`src/rtl/elevator.sv`:
```
// Cabin model for a single elevator shaft.
//
// The cabin moves one floor at a time on up/down commands and operates the
// door on request. Floor and door are registered outputs, so the door only
// ever makes single, clean 0->1 or 1->0 transitions on a clock edge.
//
// Ports:
//   clk        rising-edge clock for all state
//   rst        asynchronous, active-high reset
//   door_open  1 = request door open, 0 = request door closed
//   updown     2'b01 = up, 2'b10 = down, 2'b00 / 2'b11 = stop
//   door       1 = door fully open (registered)
//   floor      current floor, 0..NUM_FLOORS-1 (registered)

module elevator #(
    parameter int unsigned NUM_FLOORS  = 8,
    parameter int unsigned FLOOR_TICKS = 20,
    parameter int unsigned DOOR_TICKS  = 5
) (
    input  logic       clk,
    input  logic       rst,
    input  logic       door_open,
    input  logic [1:0] updown,
    output logic       door,
    output logic [2:0] floor
);

    localparam int unsigned MAX_TICKS = (FLOOR_TICKS > DOOR_TICKS) ? FLOOR_TICKS : DOOR_TICKS;
    localparam int unsigned CW        = $clog2(MAX_TICKS + 1);

    localparam logic [2:0]    TOP_FLOOR = 3'(NUM_FLOORS - 1);
    localparam logic [CW-1:0] FT        = CW'(FLOOR_TICKS);
    localparam logic [CW-1:0] DT        = CW'(DOOR_TICKS);
    localparam logic [CW-1:0] ONE       = CW'(1);

    typedef enum logic [2:0] {
        StIdle,
        StUp,
        StDown,
        StOpening,
        StOpen,
        StClosing
    } state_t;

    state_t        state_q, state_d;
    logic [2:0]    floor_q, floor_d;
    logic [CW-1:0] tcnt_q, tcnt_d;
    // Door position: 0 = closed, DOOR_TICKS = fully open. Closing counts it
    // back down, so an aborted opening takes as long to close as it ran.
    logic [CW-1:0] dcnt_q, dcnt_d;
    logic          door_q, door_d;

    logic          up_cmd, dn_cmd;
    logic          move_up, move_dn;
    logic [CW-1:0] t_base, t_tick;
    logic          door_step_open, door_step_close;
    logic [CW-1:0] d_tick;

    assign up_cmd = (updown == 2'b01);
    assign dn_cmd = (updown == 2'b10);

    always_comb begin
        state_d         = state_q;
        floor_d         = floor_q;
        tcnt_d          = tcnt_q;
        dcnt_d          = dcnt_q;
        move_up         = 1'b0;
        move_dn         = 1'b0;
        t_base          = '0;
        t_tick          = '0;
        door_step_open  = 1'b0;
        door_step_close = 1'b0;
        d_tick          = '0;

        unique case (state_q)
            StIdle: begin
                if (door_open) begin
                    door_step_open = 1'b1;
                end else if (up_cmd && floor_q != TOP_FLOOR) begin
                    move_up = 1'b1;
                end else if (dn_cmd && floor_q != 3'd0) begin
                    move_dn = 1'b1;
                end
            end
            StUp: begin
                if (door_open) begin
                    // Stop first; the door request is served from IDLE.
                    state_d = StIdle;
                    tcnt_d  = '0;
                end else if (up_cmd) begin
                    move_up = 1'b1;
                    t_base  = tcnt_q;
                end else if (dn_cmd && floor_q != 3'd0) begin
                    move_dn = 1'b1;
                end else begin
                    state_d = StIdle;
                    tcnt_d  = '0;
                end
            end
            StDown: begin
                if (door_open) begin
                    state_d = StIdle;
                    tcnt_d  = '0;
                end else if (dn_cmd) begin
                    move_dn = 1'b1;
                    t_base  = tcnt_q;
                end else if (up_cmd && floor_q != TOP_FLOOR) begin
                    move_up = 1'b1;
                end else begin
                    state_d = StIdle;
                    tcnt_d  = '0;
                end
            end
            StOpening: begin
                if (door_open) begin
                    door_step_open = 1'b1;
                end else begin
                    door_step_close = 1'b1;
                end
            end
            StOpen: begin
                if (!door_open) begin
                    door_step_close = 1'b1;
                end
            end
            StClosing: begin
                if (door_open) begin
                    door_step_open = 1'b1;
                end else begin
                    door_step_close = 1'b1;
                end
            end
            default: begin
                state_d = StIdle;
            end
        endcase

        // Travel tick: the edge that starts or reverses a move counts as the
        // first tick of travel in the new direction.
        if (move_up || move_dn) begin
            t_tick = t_base + ONE;
            if (t_tick == FT) begin
                tcnt_d  = '0;
                floor_d = move_up ? floor_q + 3'd1 : floor_q - 3'd1;
                if ((move_up && floor_d == TOP_FLOOR) || (move_dn && floor_d == 3'd0)) begin
                    state_d = StIdle;
                end else begin
                    state_d = move_up ? StUp : StDown;
                end
            end else begin
                tcnt_d  = t_tick;
                state_d = move_up ? StUp : StDown;
            end
        end

        if (door_step_open) begin
            d_tick  = dcnt_q + ONE;
            dcnt_d  = d_tick;
            state_d = (d_tick == DT) ? StOpen : StOpening;
        end else if (door_step_close) begin
            d_tick  = dcnt_q - ONE;
            dcnt_d  = d_tick;
            state_d = (d_tick == '0) ? StIdle : StClosing;
        end

        door_d = (state_d == StOpen);
    end

    always_ff @(posedge clk or posedge rst) begin
        if (rst) begin
            state_q <= StIdle;
            floor_q <= 3'd0;
            tcnt_q  <= '0;
            dcnt_q  <= '0;
            door_q  <= 1'b0;
        end else begin
            state_q <= state_d;
            floor_q <= floor_d;
            tcnt_q  <= tcnt_d;
            dcnt_q  <= dcnt_d;
            door_q  <= door_d;
        end
    end

    assign door  = door_q;
    assign floor = floor_q;

endmodule

```
`config.mk`:
```
export PLATFORM = sky130hd
export DESIGN_NAME = elevator
export DESIGN_NICKNAME = d
export VERILOG_FILES = /design/src/rtl/elevator.sv
export SDC_FILE = /design/constraint.sdc
export NUM_CORES = 1
export LEC_CHECK = 0
export ABC_AREA = 1
export BUFFER_PORTS_ARGS = -buffer_cell sky130_fd_sc_hd__buf_2
export CORE_MARGIN = 5
export CORE_UTILIZATION = 59
export DETAILED_ROUTE_END_ITERATION = 10
export PLACE_DENSITY = 0.78
export SLEW_MARGIN = 20
export SYNTH_ARGS = -nofsm -noshare
export SYNTH_HDL_FRONTEND = slang
export SYNTH_SLANG_ARGS = --single-unit
```
`constraint.sdc`:
```
create_clock -name clk -period 2.4 [get_ports clk]
set_clock_uncertainty 0.05 [all_clocks]
set_input_delay 0 -clock clk [delete_from_list [all_inputs] [get_ports clk]]
set_output_delay 0 -clock clk [all_outputs]
set_load 0.005 [all_outputs]
```
## Word-level counts from Yosys, hierarchy flattened

Index checks and enable logic that the tools add are counted.

- $add $sub $neg: 5
- Equal/unequal tests: 16
- Multiplexer cells: 51
- Reduce and logical (&&, ||, !) cells: 17

Operators by type and width:

| cell | count |
|---|---|
| 5-bit two-way mux | 14 |
| 3-bit two-way mux | 13 |
| 5-bit case mux with 2 select lines | 2 |
| 1-bit two-way mux | 17 |
| 4-bit != test (second input constant) | 4 |
| 3-bit == test (second input constant) | 4 |
| 5-bit by 1-bit adder with 5-bit output (second input constant) | 2 |
| 3-bit case mux with 3 select lines | 1 |
| 3-bit by 2-bit == test with 1-bit output (second input constant) | 2 |
| 3-bit logical NOT | 2 |
| 1-bit case mux with 3 select lines | 2 |
| 3-bit nonzero test | 2 |
| 3-bit OR reduction | 2 |
| 5-bit by 3-bit == test with 1-bit output (second input constant) | 1 |
| 5-bit == test (second input constant) | 1 |
| 5-bit logical NOT | 1 |
| 5-bit AND reduction | 1 |
| 5-bit by 1-bit subtractor with 5-bit output (second input constant) | 1 |
| 1-bit logical AND | 4 |
| 2-bit two-way mux | 2 |
| 4-bit OR reduction | 1 |
| 3-bit by 1-bit adder with 3-bit output (second input constant) | 1 |
| 3-bit by 1-bit == test with 1-bit output (second input constant) | 1 |
| 3-bit != test (second input constant) | 1 |
| 6 further kinds | 7 |

- Register bits: 17
- Input port bits: 5

## Depth between registers and ports, before layout

Gate-level depths: netlist (run 1).

- Word-level depth: 16
- Gate-level depth with buffers: 17
- Depth with buffers taken out: 17

## Worst setup path after synthesis (run 1)

No wires, ideal clock.

- Path kind: register -> register
- Start: register state_q[1]
- End: register door_q, in the netlist door
- Library setup time: 75 ps
- Data arrival time: 2073 ps
- Data required time: 2275 ps
- Setup slack: 202 ps
- Cell stages (with the launch flop): 17
- Path through: dfrtp_1 -> nor2_1 -> nand2_1 -> nand2_1 -> nand2_2 -> fa_1 -> xnor2_1 -> nand3_1 -> nand2_2 -> nand3_1 -> nand2_1 -> nand3_2 -> nand2_1 -> nand2_1 -> nand2_2 -> nand2_2 -> o21bai_2

- Word-level cells in the longest chain between the ends: 12
- Elaborated cells between the ends (all ways): 37
- Those cells by class: add/sub (1); eq/ne (8); mux (19); reduce/logical (9)

RTL lines:

| item | line | text |
|---|---|---|
| start, declared | 45 | `state_t state_q, state_d;` |
| start signal, assigned | 171 | `state_q <= StIdle;` |
| start signal, assigned | 177 | `state_q <= state_d;` |
| branches (longest 10 deep; another with 5-bit by 1-bit adder with 5-bit output) | -- |  |
| 3-bit two-way mux (*) | 156 | `if (door_step_open) begin` |
| 3-bit == test (*) | 166 | `door_d = (state_d == StOpen);` |
| named net door_d | 51 | `logic door_q, door_d;` |
| end signal, assigned | 181 | `door_q <= door_d;` |
| end, declared | 51 |  |

Mark *: on every way through the listed nets, which the timed path passes.
A chain may end at the register's enable or synchronous reset.

## Worst setup path after layout (run 1)

- Start: register state_q[2]
- End: register door_q, in the netlist door

Same word-level chain as after synthesis.

==> impl_metrics.csv, run 1 <==
group,metric,value,unit
synth,synth_ff_type,"dfrtp_1",
setup_path,reg2reg_depth,16,
clock_tree,cts_tree,"done",
setup_path,endpoint_kind,"flip-flop",
synth,synth_nets,188,
setup_path,reg2reg_from,"state_q[2]",
sta,layout_min_cycle_time,2.39,ns
setup_path,cp_common_cell,"nand2_2",
sta,timing.final.crit_share,99.6,%
clock_tree,clk_latency,0.30,ns
placement,hpwl,2.14,mm
setup_path,cp_max_fo,4,
global_routing,antenna_found_initial,0,
floorplanning,die_h,57.5,µm
drt,drtIter0Drc,69,
clock_tree,cts_max_level,1,
final_layout,nets,215,
drt,num_vias,1253,
global_routing,grt_util_all_layers,18.8,%
sta,rsz0062_at_grt,"yes",
drt,avgRoutedWirePerCell,13.6,µm
synth,synth_seq_cells,17,
run_status,status,"finished clean",
hold_path,worstHoldPathCells,4,
placement,io_buffers,8,
clock_tree,clk_pin_slew,0.11,ns
synth,synth_edf_count,0,
flow_run,cap_violations,0,
synth,synth_top_area_share,32.0,%
sta,tns,0,ns
hold_path,hp-start,"door_open",
pwr,powerDensity,902,nW/µm²
placement,gp_congestion,0.917,
sta,setup_slack,0.00936,ns
sta,fmax,418,MHz
final_layout,diodes,0,
setup_path,worstSetupPathType,"flip-flop to flip-flop",
placement,place_ws,-0.00240,ns
final_layout,drive_above_1_share,36.3,%
clock_tree,cts_sinks,17,
floorplanning,initial_core_util,60.7,%
drt,ant_nets,0,
sta,finalMaxSlewViolations,0,
hold_path,holdCritPathClass,"primary input to flip-flop",
sta,final_hold_viol_count,0,
synth,yosys_warnings,0,
floorplanning,die_w,57.5,µm
drt,drt_first_pass_iters,4,
clock_tree,cts_root_buf,"clkbuf_4",
final_layout,multi_input_area,831,µm²
synth,synthCells,175,
setup_path,crit_buf_inv,0,
drt,vias_per_cell,5.47,
synth,synth_cell_types,30,
sta,worst_pin_slew,0.656,ns
floorplanning,dieArea,3300,µm²
synth,async_reset_ff_share,100,%
floorplanning,rows,17,
global_routing,grt_pass1_wl,4.93,mm
synth,synth_seq_area_share,32.0,%
floorplanning,num_io_pins,9,
drt,wirelength,3.10,mm
setup_path,worstPathRequired,2.59,ns
sta,relSlewSlack,56.2,%
sta,hold_slack,0.112,ns
setup_path,worstPathArrival,2.58,ns
floorplanning,fp.coreArea,2190,µm²
setup_path,r2r-end,"door",
setup_path,start_kind,"flip-flop",
final_layout,synthToLayoutAreaGrowth,21.6,%
final_layout,fillCellCount,164,
setup_path,critPathSlowestCell,"dfrtp_2",
setup_path,critPathMaxStageDelay,0.49,ns
clock_tree,cts_made_buffers,3,
final_layout,register_area,429,µm²
setup_path,path_delay_family,"simple AND/OR/NAND/NOR gates",
global_routing,grt_max_degree,18,
drt,post-route-drc-count,0,
synth,yosysTopAreaCell,"dfrtp_1",
setup_path,crit_chain,"nor2_4, nand2_2, nand2_2, nand2_2, fa_2, xnor2_2, nand3_2, nand2_2, nand3_2, nand2_2, nand3_2, nand2_1, nand2_1, nand2_2, nand2_2, o21bai_2",
global_routing,first_global_vias,1183,
synth,syn_area,1330,µm²
synth,synth_area_leaders,"dfrtp_1 (32%), inv_1 (7.9%), nand3_1 (7.2%), ha_1 (6.6%), nand2_1 (6.2%)",
synth,syn-mean-instance-area,7.59,µm²
pwr,ir_worst_vdd,0.806,mV
global_routing,grt-ovfl-total,0,
pwr,total_leakage_power,0.000787,µW
hold_path,whs_endpoint,"dcnt_q[2]",
clock_tree,cts.path.max_buffers,2,
final_layout,fin_util,73.7,%
sta,finalSetupViolCount,0,
setup_path,reg2reg_slack,0.009,ns
==> worst max-delay path by stage <==
stage,from,endpoint,slack [ns],depth (start not counted)
after CTS,state_q[2],door,0.01,16
after global placement,state_q[0],state_q[1],0.07,13
final,state_q[2],door,0.009,16
after global routing,state_q[2],door,-0.12,16
after floorplan,state_q[1],door,0.20,16
after detailed placement,state_q[1],door,-0.002,16
==> cells by family (layout without fill, tap and decap cells) <==
| group | count (synthesis) | after routing | share of synthesized area (%) |
|---|---|---|---|
| compound gates | 28 | 28 | 14.8 |
| xor+xnor | 9 | 9 | 5.93 |
| fa+ha+maj | 8 | 8 | 8.10 |
| buf+inv | 37 | 63 | 10.5 |
| flops | 17 | 17 | 32.0 |
| simple gates | 76 | 76 | 28.6 |
==> cell usage in the layout (no fill, tap or decap), types with 7 or more instances in the layout <==
cell / n
inv_1: 27
nand2_2: 17
nand2_1: 17
nand3_1: 17
dfrtp_1: 14
buf_4: 14
o21ai_0: 9
nor2_1: 8
buf_2: 8
xor2_1: 7
==> where the power goes <==
part | internal [µW] | total, µW | switching [µW]
Combinational | 331 | 826 | 495
Sequential | 371 | 468 | 96.8
Clock | 62.2 | 163 | 101
Total | 765 | 1460 | 693
==> tightest hold or removal path, stage by stage <==
cell and delay (ns):
buf_2 0.13, inv_2 0.11, a21oi_4 0.07, a21oi_1 0.12
==> state kept, by name (all words and copies together) (netlist names) <==
| signal | flops |
|---|---|
| tcnt_q | 5 |
| state_q | 3 |
| door | 1 |
| dcnt_q | 5 |
| floor | 3 |
==> timing repair <==
item | CTS | global route
gates resized for setup | 0 | 24
hold buffers | 1 | 0
setup buffers | 1 | 10
setup endpoints to repair | 1 | 8
hold endpoints to repair | 17 | 0
pin swaps | 1 | 12
==> through the flow <==
step                      area (µm²)  power [µW]  cells
after floorplan                 1330        1000    175
final                           1620        1460    229
after CTS                       1470        1310    219
after global placement          1420        1110    213
after global routing            1620        1590    229
after detailed placement        1420        1130    213
==> cells in the mapped netlist (2+ instances only) <==
| cell | n |
|---|---|
| xor2_1 | 7 |
| nand2_1 | 22 |
| inv_1 | 28 |
| clkinv_1 | 2 |
| inv_2 | 6 |
| nand3_1 | 19 |
| o22ai_1 | 3 |
| nor3_1 | 2 |
| nand2_4 | 2 |
| nor2_2 | 4 |
| o21ai_1 | 4 |
| nor2_1 | 11 |
| ha_1 | 7 |
| o21ai_0 | 10 |
| a21oi_1 | 4 |
| nand2_2 | 13 |
| xnor2_1 | 2 |
| dfrtp_1 | 17 |
==> layer usage <==
layer | vias up | track usage, % | wire [µm]
met5 | - | 0 | 0
met1 | 584 | 23.6 | 1340
met2 | 42 | 32.6 | 1520
met3 | 16 | 2.94 | 136
met4 | 0 | 6.62 | 112
li1 | 611 | - | -
==> area by class of cell <==
cell class	count	share of cell area, %
timing repair buffer	23	9.60
sequential	17	26.6
tap	28	2.17
clock inverter	1	0.310
inverter	36	8.52
multi-input combinational	121	51.4
clock buffer	3	1.39
No activity file was read; power rests on OpenSTA's default activity.
==> run 2: changes to the inputs <==
- REMOVE_ABC_BUFFERS: default -> 1
==> run 2 against run 1 <==
- the flow now finishes with violations (negative setup slack)
- largest cell class unchanged
- cell area down 3.8%
- non-clock buffer count down 8
- critical path depth unchanged
==> impl_metrics.csv, run 2 (synthesized netlist as in run 1, its figures left out) <==
group,metric,value,unit
run_status,status,"finished with violations",
run_status,violations,"negative setup slack",
final_layout,synthToLayoutAreaGrowth,16.9,%
placement,io_buffers,8,
setup_path,worstSetupPathType,"flip-flop to flip-flop",
floorplanning,initial_core_util,60.7,%
floorplanning,fp.coreArea,2190,µm²
final_layout,layout_common_cells,"inv_1 (28), nand2_1 (18), nand3_1 (17), nand2_2 (15), dfrtp_1 (14)",
setup_path,crit_start,"state_q[2]",
clock_tree,cts.path.max_buffers,2,
setup_path,crit_chain,"nor2_4, nand2_2, nand2_2, nand2_4, fa_2, xnor2_2, nand3_2, nand2_2, nand3_2, nand2_1, nand3_2, nand2_1, nand2_1, nand2_2, nand2_2, o21bai_2",
placement,place_ws,-0.0504,ns
drt,drt_first_pass_iters,4,
hold_path,whs_endpoint,"dcnt_q[2]",
final_layout,nets,207,
pwr,switching_power,683,µW
setup_path,reg2reg_slack,-0.01,ns
floorplanning,rows,17,
setup_path,reg2reg_from,"state_q[2]",
setup_path,critPathSlowestCell,"dfrtp_2",
sta,setup_slack,-0.0145,ns
sta,finalMaxSlewViolations,0,
clock_tree,cts_made_buffers,3,
global_routing,first_global_vias,1189,
hold_path,holdCritPathClass,"primary input to flip-flop",
drt,post-route-drc-count,0,
floorplanning,num_io_pins,9,
drt,drtIter0Drc,31,
clock_tree,clk_pin_slew,0.10,ns
global_routing,antenna_found_initial,0,
clock_tree,cts_tree,"done",
placement,hpwl,2.21,mm
clock_tree,clk_latency,0.29,ns
sta,final_hold_viol_count,0,
drt,vias_per_cell,5.43,
global_routing,grt-ovfl-total,0,
pwr,ir_worst_vdd,0.761,mV
clock_tree,cts_root_buf,"clkbuf_4",
drt,ant_nets,0,
floorplanning,dieArea,3300,µm²
drt,avgRoutedWirePerCell,13.7,µm
pwr,sw_frac_of_total,48.4,%
placement,gp_congestion,0.914,
sta,tns,-0.0145,ns
floorplanning,die_h,57.5,µm
setup_path,cp_common_cell,"nand2_2",
hold_path,worstHoldPathCells,4,
sta,rsz0062_at_grt,"yes",
global_routing,grt_util_all_layers,19.1,%
final_layout,layout.cells.non_filler,221,
sta,layout_min_cycle_time,2.41,ns
pwr,combPwrFrac,55.8,%
final_layout,reg.largest.list,"dcnt_q x5, tcnt_q x5",
final_layout,diodes,0,
drt,wirelength,3.02,mm
sta,fmax,414,MHz
placement,dp.cells,214,
pwr,total_leakage_power,0.000754,µW
clock_tree,cts_max_level,1,
pwr,p_clk_share,11.1,%
setup_path,r2r-end,"door",
setup_path,endpoint_kind,"flip-flop",
final_layout,fillCellCount,178,
final_layout,final_common_cell,"inv_1",
sta,finalSetupViolCount,1,
sta,timing.final.crit_share,101,%
global_routing,grt_pass1_wl,5.06,mm
setup_path,reg2reg_depth,16,
setup_path,critPathMaxStageDelay,0.49,ns
flow_run,cap_violations,0,
pwr,internal_power,728,µW
sta,relSlewSlack,54.4,%
final_layout,drive_above_1_share,31.6,%
clock_tree,cts_sinks,17,
floorplanning,die_w,57.5,µm
setup_path,worstPathArrival,2.59,ns
global_routing,grt_max_degree,18,
setup_path,start_kind,"flip-flop",
pwr,seqPwrFrac,33.1,%
sta,worst_pin_slew,0.683,ns
setup_path,worstPathRequired,2.58,ns
hold_path,hp-start,"door_open",
setup_path,cp_max_fo,4,
drt,num_vias,1200,
pwr,powerDensity,908,nW/µm²
run 2: cell count changes in the layout (fill, tap and decap cells not counted), sizes merged:
cell / previous run / this run
buf: 22 / 14
clkbuf: 3 / 4
clkinv: 3 / 2
run 2: power groups by stage:
stage | combinational (µW) | sequential (µW) | clock (µW)
2_1_floorplan | 561 | 434 | 0
3_3_place_gp | 664 | 445 | 0
3_5_place_dp | 702 | 447 | 0
4_1_cts | 706 | 442 | 162
5_1_grt | 888 | 478 | 179
6_report | 788 | 468 | 156
run 2: timing repair:
action,CTS,global route
hold buffers,1,0
pin swaps,1,10
hold endpoints to repair,17,0
resized for setup,2,20
buffers inserted,0,2
endpoints found under the setup margin,2,7
run 2: worst max-delay path by stage:
stage | cells past startpoint | end
floorplan | 16 | door
detailed placement | 16 | door
global placement | 13 | state_q[1]
CTS | 16 | door
global route | 16 | door
finish | 16 | door
run 2: critical path: cells and delay by family (launching register included):
| kind | cells | cell delay [ns] |
|---|---|---|
| AO/OA/AOI/OAI | 1 | 0.11 |
| XOR/XNOR | 1 | 0.24 |
| AND/OR/NAND/NOR | 13 | 1.07 |
| flip-flops | 1 | 0.49 |
| adder cells (fa/ha/maj) | 1 | 0.39 |
run 2: routing by layer:
layer,share of wire [%],global-route usage [%],up-vias
li1,-,-,593
met1,42,22.4,574
met2,51,35.0,29
met3,5.3,2.94,4
met4,1.1,6.29,0
met5,0,0,-
run 2: cell type report:
cell class,instances,area (µm²),share of cell area [%]
inverters,36,138,8.86
multi-input cells,121,831,53.5
repair buffers,15,95.1,6.12
flip-flops and latches,17,429,27.6
well taps,28,35.0,2.25
clock buffers,4,26.3,1.69
run 2: stage by stage:
| stage | power (µW) | cell area, µm² | utilization (%) | hold slack [ns] |
|---|---|---|---|---|
| detailed placement | 1150 | 1430 | 65.2 | 0.0848 |
| finish | 1410 | 1550 | 70.9 | 0.121 |
| global route | 1540 | 1550 | 70.9 | 0.155 |
| CTS | 1310 | 1480 | 67.3 | 0.113 |
| floorplan | 995 | 1320 | - | -0.124 |
| global placement | 1110 | 1430 | 65.2 | 0.0849 |
